==> src/rtl/alu_arbiter_if.sv <==
// rtl/alu_arbiter_if.sv - requester port bundle: op request handshake plus result response handshake
interface alu_arbiter_if;
  logic        req_valid;
  logic        req_ready;
  logic [3:0]  req_opcode;
  logic [15:0] req_a;
  logic [15:0] req_b;
  logic [3:0]  req_imm;
  logic        rsp_valid;
  logic        rsp_ready;
  logic [15:0] rsp_result;

  modport master (
    output req_valid, req_opcode, req_a, req_b, req_imm, rsp_ready,
    input  req_ready, rsp_valid, rsp_result
  );

  modport slave (
    input  req_valid, req_opcode, req_a, req_b, req_imm, rsp_ready,
    output req_ready, rsp_valid, rsp_result
  );
endinterface

==> src/rtl/alu_arbiter.sv <==
// rtl/alu_arbiter.sv - two-port round-robin arbiter sharing one combinational ALU, with response buffers and N/Z/V flags
module alu_arbiter (
  input  logic               clk,
  input  logic               rst_n,
  input  logic               flush,
  alu_arbiter_if.slave       port0,
  alu_arbiter_if.slave       port1,
  output logic [15:0]        alu_src_data_1,
  output logic [15:0]        alu_src_data_2,
  output logic [3:0]         alu_immediate,
  output logic [3:0]         alu_opcode,
  input  logic [15:0]        alu_result,
  input  logic [2:0]         alu_flags,
  output logic [2:0]         flags
);

  // issue stage
  logic        ex_valid;
  logic        ex_id;
  logic [3:0]  ex_opcode;
  logic [15:0] ex_a;
  logic [15:0] ex_b;
  logic [3:0]  ex_imm;
  logic        last_grant;

  // response buffers and flag register
  logic        rsp0_valid;
  logic        rsp1_valid;
  logic [15:0] rsp0_result;
  logic [15:0] rsp1_result;
  logic [2:0]  flags_q;

  // arbitration terms
  logic elig0, elig1;
  logic cand0, cand1;
  logic grant0, grant1;
  logic accept0, accept1;
  logic complete0, complete1;

  // Eligibility, round-robin grant and accept; a requester with an op in the
  // issue stage or a response that cannot drain this cycle is held off.
  always_comb begin
    elig0     = !(ex_valid && !ex_id) && (!rsp0_valid || port0.rsp_ready);
    elig1     = !(ex_valid &&  ex_id) && (!rsp1_valid || port1.rsp_ready);
    cand0     = port0.req_valid && elig0;
    cand1     = port1.req_valid && elig1;
    grant0    = cand0 && (!cand1 ||  last_grant);
    grant1    = cand1 && (!cand0 || !last_grant);
    accept0   = grant0 && !flush;
    accept1   = grant1 && !flush;
    complete0 = ex_valid && !ex_id && !flush;
    complete1 = ex_valid &&  ex_id && !flush;
  end

  assign port0.req_ready = accept0;
  assign port1.req_ready = accept1;
  assign port0.rsp_valid  = rsp0_valid;
  assign port1.rsp_valid  = rsp1_valid;
  assign port0.rsp_result = rsp0_result;
  assign port1.rsp_result = rsp1_result;

  assign alu_src_data_1 = ex_a;
  assign alu_src_data_2 = ex_b;
  assign alu_immediate  = ex_imm;
  assign alu_opcode     = ex_opcode;
  assign flags          = flags_q;

  // Issue stage: load the granted request; operands hold when idle so the ALU inputs stay quiet.
  always_ff @(posedge clk or negedge rst_n) begin
    if (!rst_n) begin
      ex_valid   <= 1'b0;
      ex_id      <= 1'b0;
      ex_opcode  <= 4'd0;
      ex_a       <= 16'd0;
      ex_b       <= 16'd0;
      ex_imm     <= 4'd0;
      last_grant <= 1'b1;
    end else if (accept0 || accept1) begin
      ex_valid   <= 1'b1;
      ex_id      <= accept1;
      last_grant <= accept1;
      ex_opcode  <= accept1 ? port1.req_opcode : port0.req_opcode;
      ex_a       <= accept1 ? port1.req_a      : port0.req_a;
      ex_b       <= accept1 ? port1.req_b      : port0.req_b;
      ex_imm     <= accept1 ? port1.req_imm    : port0.req_imm;
    end else begin
      ex_valid   <= 1'b0;
    end
  end

  // Response buffers: a completion overrides a same-edge drain; flush empties both.
  always_ff @(posedge clk or negedge rst_n) begin
    if (!rst_n) begin
      rsp0_valid  <= 1'b0;
      rsp1_valid  <= 1'b0;
      rsp0_result <= 16'd0;
      rsp1_result <= 16'd0;
    end else if (flush) begin
      rsp0_valid <= 1'b0;
      rsp1_valid <= 1'b0;
    end else begin
      if (complete0) begin
        rsp0_result <= alu_result;
        rsp0_valid  <= 1'b1;
      end else if (rsp0_valid && port0.rsp_ready) begin
        rsp0_valid <= 1'b0;
      end
      if (complete1) begin
        rsp1_result <= alu_result;
        rsp1_valid  <= 1'b1;
      end else if (rsp1_valid && port1.rsp_ready) begin
        rsp1_valid <= 1'b0;
      end
    end
  end

  // Flag register {N,Z,V}: arithmetic writes all, logic/shift ops write Z only, the rest leave it alone.
  always_ff @(posedge clk or negedge rst_n) begin
    if (!rst_n) begin
      flags_q <= 3'b000;
    end else if (ex_valid && !flush) begin
      case (ex_opcode)
        4'd0, 4'd1:             flags_q    <= alu_flags;
        4'd3, 4'd4, 4'd5, 4'd6: flags_q[1] <= alu_flags[1];
        default:                flags_q    <= flags_q;
      endcase
    end
  end

endmodule
==> src/flat_wrapper.sv <==
// flat-port wrapper written by rule: the top's interface ports become plain ports
module alu_arbiter_flat 
  (clk, rst_n, flush, alu_src_data_1, alu_src_data_2, alu_immediate, alu_opcode, alu_result, alu_flags, flags, port0_req_valid, port0_req_opcode, port0_req_a, port0_req_b, port0_req_imm, port0_rsp_ready, port0_req_ready, port0_rsp_valid, port0_rsp_result, port1_req_valid, port1_req_opcode, port1_req_a, port1_req_b, port1_req_imm, port1_rsp_ready, port1_req_ready, port1_rsp_valid, port1_rsp_result);
  alu_arbiter_if port0_i ();
  alu_arbiter_if port1_i ();
  input  logic clk;
  input  logic rst_n;
  input  logic flush;
  output logic [15:0] alu_src_data_1;
  output logic [15:0] alu_src_data_2;
  output logic [3:0] alu_immediate;
  output logic [3:0] alu_opcode;
  input  logic [15:0] alu_result;
  input  logic [2:0] alu_flags;
  output logic [2:0] flags;
  input wire logic [$bits(port0_i.req_valid)-1:0] port0_req_valid;
  input wire logic [$bits(port0_i.req_opcode)-1:0] port0_req_opcode;
  input wire logic [$bits(port0_i.req_a)-1:0] port0_req_a;
  input wire logic [$bits(port0_i.req_b)-1:0] port0_req_b;
  input wire logic [$bits(port0_i.req_imm)-1:0] port0_req_imm;
  input wire logic [$bits(port0_i.rsp_ready)-1:0] port0_rsp_ready;
  output wire logic [$bits(port0_i.req_ready)-1:0] port0_req_ready;
  output wire logic [$bits(port0_i.rsp_valid)-1:0] port0_rsp_valid;
  output wire logic [$bits(port0_i.rsp_result)-1:0] port0_rsp_result;
  input wire logic [$bits(port1_i.req_valid)-1:0] port1_req_valid;
  input wire logic [$bits(port1_i.req_opcode)-1:0] port1_req_opcode;
  input wire logic [$bits(port1_i.req_a)-1:0] port1_req_a;
  input wire logic [$bits(port1_i.req_b)-1:0] port1_req_b;
  input wire logic [$bits(port1_i.req_imm)-1:0] port1_req_imm;
  input wire logic [$bits(port1_i.rsp_ready)-1:0] port1_rsp_ready;
  output wire logic [$bits(port1_i.req_ready)-1:0] port1_req_ready;
  output wire logic [$bits(port1_i.rsp_valid)-1:0] port1_rsp_valid;
  output wire logic [$bits(port1_i.rsp_result)-1:0] port1_rsp_result;
  assign port0_i.req_valid = port0_req_valid;
  assign port0_i.req_opcode = port0_req_opcode;
  assign port0_i.req_a = port0_req_a;
  assign port0_i.req_b = port0_req_b;
  assign port0_i.req_imm = port0_req_imm;
  assign port0_i.rsp_ready = port0_rsp_ready;
  assign port0_req_ready = port0_i.req_ready;
  assign port0_rsp_valid = port0_i.rsp_valid;
  assign port0_rsp_result = port0_i.rsp_result;
  assign port1_i.req_valid = port1_req_valid;
  assign port1_i.req_opcode = port1_req_opcode;
  assign port1_i.req_a = port1_req_a;
  assign port1_i.req_b = port1_req_b;
  assign port1_i.req_imm = port1_req_imm;
  assign port1_i.rsp_ready = port1_rsp_ready;
  assign port1_req_ready = port1_i.req_ready;
  assign port1_rsp_valid = port1_i.rsp_valid;
  assign port1_rsp_result = port1_i.rsp_result;
  alu_arbiter u_core (.clk(clk), .rst_n(rst_n), .flush(flush), .port0(port0_i), .port1(port1_i), .alu_src_data_1(alu_src_data_1), .alu_src_data_2(alu_src_data_2), .alu_immediate(alu_immediate), .alu_opcode(alu_opcode), .alu_result(alu_result), .alu_flags(alu_flags), .flags(flags));
endmodule
==> config.mk <==
export PLATFORM = sky130hd
export DESIGN_NAME = alu_arbiter_flat
export DESIGN_NICKNAME = d
export VERILOG_FILES = /design/src/rtl/alu_arbiter_if.sv /design/src/rtl/alu_arbiter.sv /design/src/flat_wrapper.sv
export SDC_FILE = /design/constraint.sdc
export NUM_CORES = 1
export LEC_CHECK = 0
export ABC_CLOCK_PERIOD_IN_PS = 2150
export CORE_UTILIZATION = 39
export CTS_CLUSTER_SIZE = 12
export DETAILED_ROUTE_END_ITERATION = 7
export GPL_TIMING_DRIVEN = 0
export PLACE_DENSITY_LB_ADDON = 0.15
export SKIP_CTS_REPAIR_TIMING = 1
export SLEW_MARGIN = 20
export SYNTH_ARGS = -nofsm -noshare
export SYNTH_HDL_FRONTEND = slang
export SYNTH_SLANG_ARGS = --single-unit
==> constraint.sdc <==
create_clock -name clk -period 2.15 [get_ports clk]
set_input_delay 0.3225 -clock clk [delete_from_list [all_inputs] [get_ports clk]]
set_output_delay 0.3225 -clock clk [all_outputs]
set_load 0.05 [all_outputs]
==> summary.txt, run 1 <==
Status
  • Result of the run: complete, no violations

Critical path
  • Worst-path cell chain: clkdlybuf4s50_1, nand2b_4, nand2_2, a311oi_4, buf_6, buf_4
  • Worst Setup End Kind: primary output
  • Type of the worst setup path: in -> out
  • Startpoint type of the worst setup path: input pin
  • Critical Path Slowest Stage Cell: sky130_fd_sc_hd__clkdlybuf4s50_1
  • Family with the most delay on the worst path: buffers and inverters
  • Stages on worst setup path: 6
  • R2R cell count: 5
  • FF-to-FF Start: u_core.ex_id$_DFFE_PN0P_
  • Critical Path Source: port1_rsp_ready
  • Number of buffers and inverters on the critical path: 3
  • Largest fanout on the critical path: 10
  • Signal arrival time at the worst endpoint: 1.75 ns
  • Worst stage delay on the critical path: 0.47 ns
  • Critical path required time: 1.83 ns

Synthesis
  • EDFF count, synth: 0
  • Adder-cell area share of the yosys netlist: 0%
  • Commonest register cell after synthesis: sky130_fd_sc_hd__dfrtp_1
  • Instance count of the mapped netlist: 315
  • Net count after synthesis: 421
  • Synth warn: 0
  • Xor/xnor cell area share of the yosys netlist: 0.251%
  • Synth Cell Area: 0.00349 mm^2
  • Main combinational cell family by area after synthesis: buffers and inverters
  • Library cell occupying the most area in the post-synthesis netlist: sky130_fd_sc_hd__dfrtp_1
  • Area fraction in and, or, nand and nor cells after synthesis: 1.54%
  • Distinct cell type count of the synthesized netlist: 26
  • Largest cells by area after synthesis: sky130_fd_sc_hd__dfrtp_1 57%, sky130_fd_sc_hd__inv_1 13%, sky130_fd_sc_hd__a222oi_1 11%
  • Post-synth top area share: 56.7%
  • Syn_area_per_cell: 11.1 um^2
  • Compound-Gate Fraction of Synth Area: 13.8%
  • Post-synthesis async set-or-reset flop share: 100%
  • Multiplexer area fraction after synthesis: 11.3%
  • Total of flip-flops plus latches after synthesis: 80
  • Ranking of synthesized cells by instance count: 124 x sky130_fd_sc_hd__inv_1, 79 x sky130_fd_sc_hd__dfrtp_1, 40 x sky130_fd_sc_hd__a222oi_1
  • Most common cell in the netlist: sky130_fd_sc_hd__inv_1
  • Sequential fraction of the synthesis area: 57.4%

Placement
  • HPWL Detailed: 6990 um
  • Worst setup slack before clock tree synthesis: -0.853 ns
  • Weighted congestion at the end of routability-driven global placement: 0.717
  • Port buffer count: 184

CTS
  • Clock slew at the register clock pins of the worst setup and hold paths: 0.09 ns
  • H-tree level count: 3
  • Clock tree from TritonCTS: built
  • Clock latency on the worst-skew pair: 0.35 ns
  • Clk sink count: 80
  • CTS buffer count: 9
  • Clock Path Buffers: 2
  • CTS root buffer: sky130_fd_sc_hd__clkbuf_8

STA
  • Clock tree skew after final layout: 0.0166 ns
  • Hold violation count in the final report: 0
  • Normalized max-slew margin: 64.2%
  • Tmin final: 2.07 ns
  • Final cycle utilization of the critical path: 96.5%
  • Final setup viols: 0
  • Pins over their slew limit: 0
  • Highest attainable clock frequency: 482 MHz
  • Slew at the pin closest to its max-slew limit: 0.536 ns
  • RSZ-0062 raised after global routing: false
  • Final WS setup: 0.0762 ns

Route
  • Routed length per placed instance: 15.1 um
  • Via count of the routed design: 3057
  • Detail-routed via count per cell: 4.88
  • Count of nets left with antenna violations after detail routing: 0
  • DRT Pass-1 Iters: 6
  • Drt total wl: 9490 um
  • 1st-iter DRT viols: 221
  • Residual DRC: 0

Global route
  • Global-route track usage on met3: 7.20%
  • GRT met1 Usage: 25.5%
  • GR Util met2: 33.7%
  • Maximum number of pins on one net before global-route repair: 47
  • Overall Global Routing Usage: 20.5%
  • GRT Max-Usage Layer: met2
  • Via count of the first global-routing pass: 2978
  • First-pass GRT wire length: 14400 um
  • Antenna violations before repair: 0
  • GR Overflow Total: 0

Power
  • Peak ir drop on the vdd network: 0.593 mV
  • Total leakage power: 0.00289 uW
  • Ratio of total power to cell area: 1490 mW/mm^2

Die
  • Horizontal die dimension: 96.6 um
  • Row count: 34
  • Die Span Y: 96.6 um
  • Top Ports: 185
  • Floorplan core area: 0.00868 mm^2
  • Die area: 0.00933 mm^2
  • Initial core utilization: 40.2%

Cells and area
  • Final Util: 66.5%
  • Total Nets Final: 620
  • Layout area overhead: 65.5%
  • Antenna diode count: 0
  • Ratio of cells with drive above 1 in the final layout: 14.6%
  • Fill cell count: 699

Hold path
  • Hold crit path type: in -> async

Job
  • Number of max-cap violations: 0
## power breakdown
| group | switching, uW | internal, uW |
|---|---|---|
| combinational | 3120 | 1790 |
| sequential | 373 | 2160 |
| clock | 562 | 609 |
| total | 4060 | 4560 |
## cells in the final DEF, fill, tap and decap left out, drive strengths merged
cell,instances
o21bai,1
a311oi,1
inv,126
dfrtp,79
a21oi,1
clkinvlp,1
or4,1
bufinv,1
a222oi,40
nand2b,1
dfstp,1
a2bb2oi,1
a211oi,1
buf,18
clkbuf,14
nand3,1
dlygate4sd3,1
a21o,1
nand2,5
a22oi,1
xnor2,1
nor2b,1
nor2,2
o311a,1
clkinv,2
clkdlybuf4s50,181
mux2,35
## worst paths after layout
check / to / slack (ns)
max: port1_req_ready / 0.08
min reg2reg: u_core.port1.rsp_result[7]$_DFFE_PN0P_ / 0.51
min: u_core.port0.rsp_result[1]$_DFFE_PN0P_ / 0.48
max in group asynchronous: u_core.port0.rsp_result[5]$_DFFE_PN0P_ / 1.07
max reg2reg: u_core.alu_immediate[3]$_DFFE_PN0P_ / 0.32
min in group clk: u_core.port1.rsp_result[7]$_DFFE_PN0P_ / 0.51
## per-stage QoR
stage	TNS [ns]	instance area, um^2	hold WS (ns)	cells	power [uW]
after CTS	-1.47	5710	-0.0558	624	8640
final	0	5770	0.478	627	8620
after global routing	0	5770	0.512	627	9040
after floorplan	0	3490	0.0269	315	5650
after detailed placement	-4.80	5490	0.318	608	7450
after global placement	-176.49	5470	0.480	607	7360
## per-layer routing
| layer | vias to the layer above | wire length (um) |
|---|---|---|
| met3 | 6 | 863 |
| met4 | 0 | 78 |
| met2 | 126 | 4740 |
| met5 | - | 0 |
| met1 | 1493 | 3800 |
| li1 | 1432 | - |
## sequential cells by signal (all words and copies together) (netlist names)
| name | flops |
|---|---|
| u_core.alu_src_data_1 | 16 |
| u_core.alu_src_data_2 | 16 |
| u_core.alu_immediate | 4 |
| u_core.port0.rsp_valid | 1 |
| u_core.ex_valid | 1 |
| u_core.flags | 3 |
| u_core.ex_id | 1 |
| u_core.last_grant | 1 |
| u_core.alu_opcode | 4 |
| u_core.port1.rsp_valid | 1 |
| u_core.port0.rsp_result | 16 |
| u_core.port1.rsp_result | 16 |
## cell type report
type                    instances  area (um^2)  share of cell area [%]
plain buffers                  15         92.6                    1.60
flip-flops and latches         80         2000                    34.7
inverters                     125          469                    8.13
repair buffers                188         1890                    32.8
multi-input cells              95          963                    16.7
clock buffers                  11          151                    2.62
clock inverters                 5         63.8                    1.11
well taps                     108          135                    2.34
## cell families (layout without fill, tap and decap cells)
family / count (synthesis) / after routing
AOI/OAI and AO/OA: 48 / 48
xor gates and xnor gates: 1 / 1
buffers and inverters: 140 / 344
DFF: 80 / 80
muxes: 35 / 35
and+or+nand+nor: 11 / 11
(Power assumes the default switching activity.)
==> run 2, diff against run 1 <==
--- a/config.mk
+++ b/config.mk
@@ -11,6 +11,7 @@
 export DETAILED_ROUTE_END_ITERATION = 7
 export GPL_TIMING_DRIVEN = 0
 export PLACE_DENSITY_LB_ADDON = 0.15
+export REMOVE_ABC_BUFFERS = 1
 export SKIP_CTS_REPAIR_TIMING = 1
 export SLEW_MARGIN = 20
 export SYNTH_ARGS = -nofsm -noshare
==> run 2 against run 1 <==
Net effect: fmax is 0.71% higher; critical path depth is 1 lower; count of clock-buffer cells in the layout fell by 1; combinational power up 0.8%; global-route usage fell by 0.96 points; critical path type unchanged.
==> summary.txt, run 2 (synthesized netlist as in run 1, its figures left out) <==
Route
  • Residual DRC: 0 (unchanged)
  • DRT Pass-1 Iters: 7 (+1)
  • Detail-routed via count per cell: 4.88 (about the same)
  • Via count of the routed design: 3008 (-1.6%)
  • Drt total wl: 9310 um (-1.9%)
  • 1st-iter DRT viols: 230 (+4.1%)
  • Count of nets left with antenna violations after detail routing: 0 (unchanged)
  • Routed length per placed instance: 15.1 um (-0.26%)

Critical path
  • Largest fanout on the critical path: 8 (-2)
  • Signal arrival time at the worst endpoint: 1.74 ns (about the same)
  • Flop2flop setup slack: 0.15 ns (-0.17 ns)
  • Worst Setup End Kind: primary output
  • Family with the most delay on the worst path: buffers and inverters
  • Worst stage delay on the critical path: 0.45 ns (-0.02 ns)
  • Critical path required time: 1.83 ns (about the same)
  • Number of buffers and inverters on the critical path: 3 (unchanged)
  • Type of the worst setup path: in -> out
  • Worst-path cell chain: clkdlybuf4s50_1, inv_1, a22oi_4, o311a_4, buf_2
  • Critical Path Slowest Stage Cell: sky130_fd_sc_hd__clkdlybuf4s50_1
  • Startpoint type of the worst setup path: input pin

CTS
  • H-tree level count: 3 (unchanged)
  • Clock latency on the worst-skew pair: 0.34 ns (about the same)
  • Clock Path Buffers: 2 (unchanged)
  • CTS buffer count: 9 (unchanged)
  • CTS root buffer: sky130_fd_sc_hd__clkbuf_8
  • Clock tree from TritonCTS: built
  • Clock slew at the register clock pins of the worst setup and hold paths: 0.09 ns (about the same)
  • Clk sink count: 80 (unchanged)

STA
  • Clock tree skew after final layout: 0.0112 ns (-0.00544 ns)
  • Tmin final: 2.06 ns (-0.0147 ns)
  • RSZ-0062 raised after global routing: false
  • Final WS setup: 0.0908 ns (+0.0147 ns)
  • Pins over their slew limit: 0 (unchanged)
  • Worst Hold Slack: 0.496 ns (+0.0177 ns)
  • Normalized max-slew margin: 45.0% (-19 points)
  • Slew at the pin closest to its max-slew limit: 0.824 ns (+0.288 ns)
  • Final cycle utilization of the critical path: 95.8% (-0.68 points)
  • Final setup viols: 0 (unchanged)
  • Highest attainable clock frequency: 486 MHz (+0.71%)
  • Hold violation count in the final report: 0 (unchanged)

Global route
  • Overall Global Routing Usage: 19.6% (-0.96 points)
  • First-pass GRT wire length: 13800 um (-4.3%)
  • Via count of the first global-routing pass: 2976 (-0.067%)
  • Maximum number of pins on one net before global-route repair: 42 (-11%)
  • Antenna violations before repair: 0 (unchanged)
  • GR Overflow Total: 0 (unchanged)

Die
  • Die area: 0.00933 mm^2 (unchanged)
  • Die Span Y: 96.6 um (unchanged)
  • Floorplan core area: 0.00868 mm^2 (unchanged)
  • Initial core utilization: 40.2% (unchanged)
  • Horizontal die dimension: 96.6 um (unchanged)
  • Row count: 34 (unchanged)
  • Top Ports: 185 (unchanged)

Hold path
  • Hold crit path type: in -> async

Cells and area
  • Antenna diode count: 0 (unchanged)
  • Fill cell count: 701 (+0.29%)
  • Final non-filler cell total: 617 (-1.6%)
  • Total Nets Final: 610 (-1.6%)
  • Layout area overhead: 64.9%
  • Leading cell type in the layout, fill and taps excluded: sky130_fd_sc_hd__clkdlybuf4s50_1
  • Ratio of cells with drive above 1 in the final layout: 13.4% (-1.3 points)
  • Final Util: 66.3% (-0.26 points)
  • Most used cells in the layout excluding fill and tap cells: 181 x sky130_fd_sc_hd__clkdlybuf4s50_1, 124 x sky130_fd_sc_hd__inv_1, 79 x sky130_fd_sc_hd__dfrtp_1

Placement
  • Number of cells in the design after placement: 598 (-1.6%)
  • Worst setup slack before clock tree synthesis: -0.642 ns (+0.211 ns)
  • HPWL Detailed: 6980 um (-0.18%)
  • Port buffer count: 184 (unchanged)
  • Weighted congestion at the end of routability-driven global placement: 0.727 (+1.4%)

Power
  • Sequential Power Share: 29.5% (about the same)
  • Share of total power in the clock network: 12.8% (-0.8 points)
  • Total leakage power: 0.00286 uW (-1.1%)
  • Sw Ratio: 47.4% (+0.32 points)
  • P_sw: 4070 uW (+0.16%)
  • Peak ir drop on the vdd network: 0.741 mV (+25%)
  • Internal Pwr Total: 4510 uW (-1.1%)
  • Ratio of total power to cell area: 1490 mW/mm^2 (-0.12%)
  • Logic pwr share: 57.8% (+0.8 points)

Status
  • Result of the run: complete, no violations

Job
  • Number of max-cap violations: 0 (unchanged)
run 2: changes by cell type in the layout (fill, tap and decap cells not counted), sizes merged:
cell,change
buf,-8
inv,-1
clkinvlp,-1
clkbuf,-3
clkinv,+3
run 2: cell type report:
| type | instances | area [um^2] | area share (%) |
|---|---|---|---|
| clock buffer | 10 | 128 | 2.22 |
| clock inverter | 6 | 70.1 | 1.22 |
| inverter | 125 | 469 | 8.16 |
| multi-input combinational | 95 | 985 | 17.1 |
| sequential | 80 | 2000 | 34.8 |
| tap | 108 | 135 | 2.35 |
| timing repair buffer | 193 | 1960 | 34.1 |
run 2: path summary, 6_finish.rpt:
| kind | from | end | cells after the start |
|---|---|---|---|
| setup reg to reg | u_core.ex_id$_DFFE_PN0P_ | u_core.alu_src_data_1[5]$_DFFE_PN0P_ | 8 |
| min in group clk | u_core.flags[0]$_DFFE_PN0P_ | u_core.flags[0]$_DFFE_PN0P_ | 1 |
| hold / removal | rst_n | u_core.port0.rsp_result[11]$_DFFE_PN0P_ | 2 |
| setup / recovery | port0_rsp_ready | port0_req_ready | 5 |
| hold reg to reg | u_core.flags[0]$_DFFE_PN0P_ | u_core.flags[0]$_DFFE_PN0P_ | 1 |
| max in group asynchronous | rst_n | u_core.alu_src_data_1[3]$_DFFE_PN0P_ | 3 |
run 2: power by group through the flow:
stage | Combinational (uW) | Sequential, uW | Clock, uW
detailed placement | 4970 | 2560 | 0
global placement | 4820 | 2530 | 0
CTS | 4980 | 2530 | 1140
finish | 4950 | 2530 | 1090
floorplan | 865 | 4760 | 0
global route | 5200 | 2620 | 1200
run 2: stage by stage:
stage / TNS, ns / area, um^2 / total power [uW]
2_1_floorplan: -55.88 / 3410 / 5620
3_3_place_gp: -272.97 / 5390 / 7350
3_5_place_dp: -5.83 / 5520 / 7520
4_1_cts: -1.21 / 5720 / 8650
5_1_grt: 0 / 5750 / 9020
6_report: 0 / 5750 / 8570
run 2: layer usage:
metal  routed length (um)  vias to the layer above  global-route usage, %
li1                     -                     1410                      -
met1                 3580                     1426                   21.6
met2                 4390                      158                   32.4
met3                 1190                       14                   9.55
met4                  155                        0                   7.72
met5                    0                        -                      0
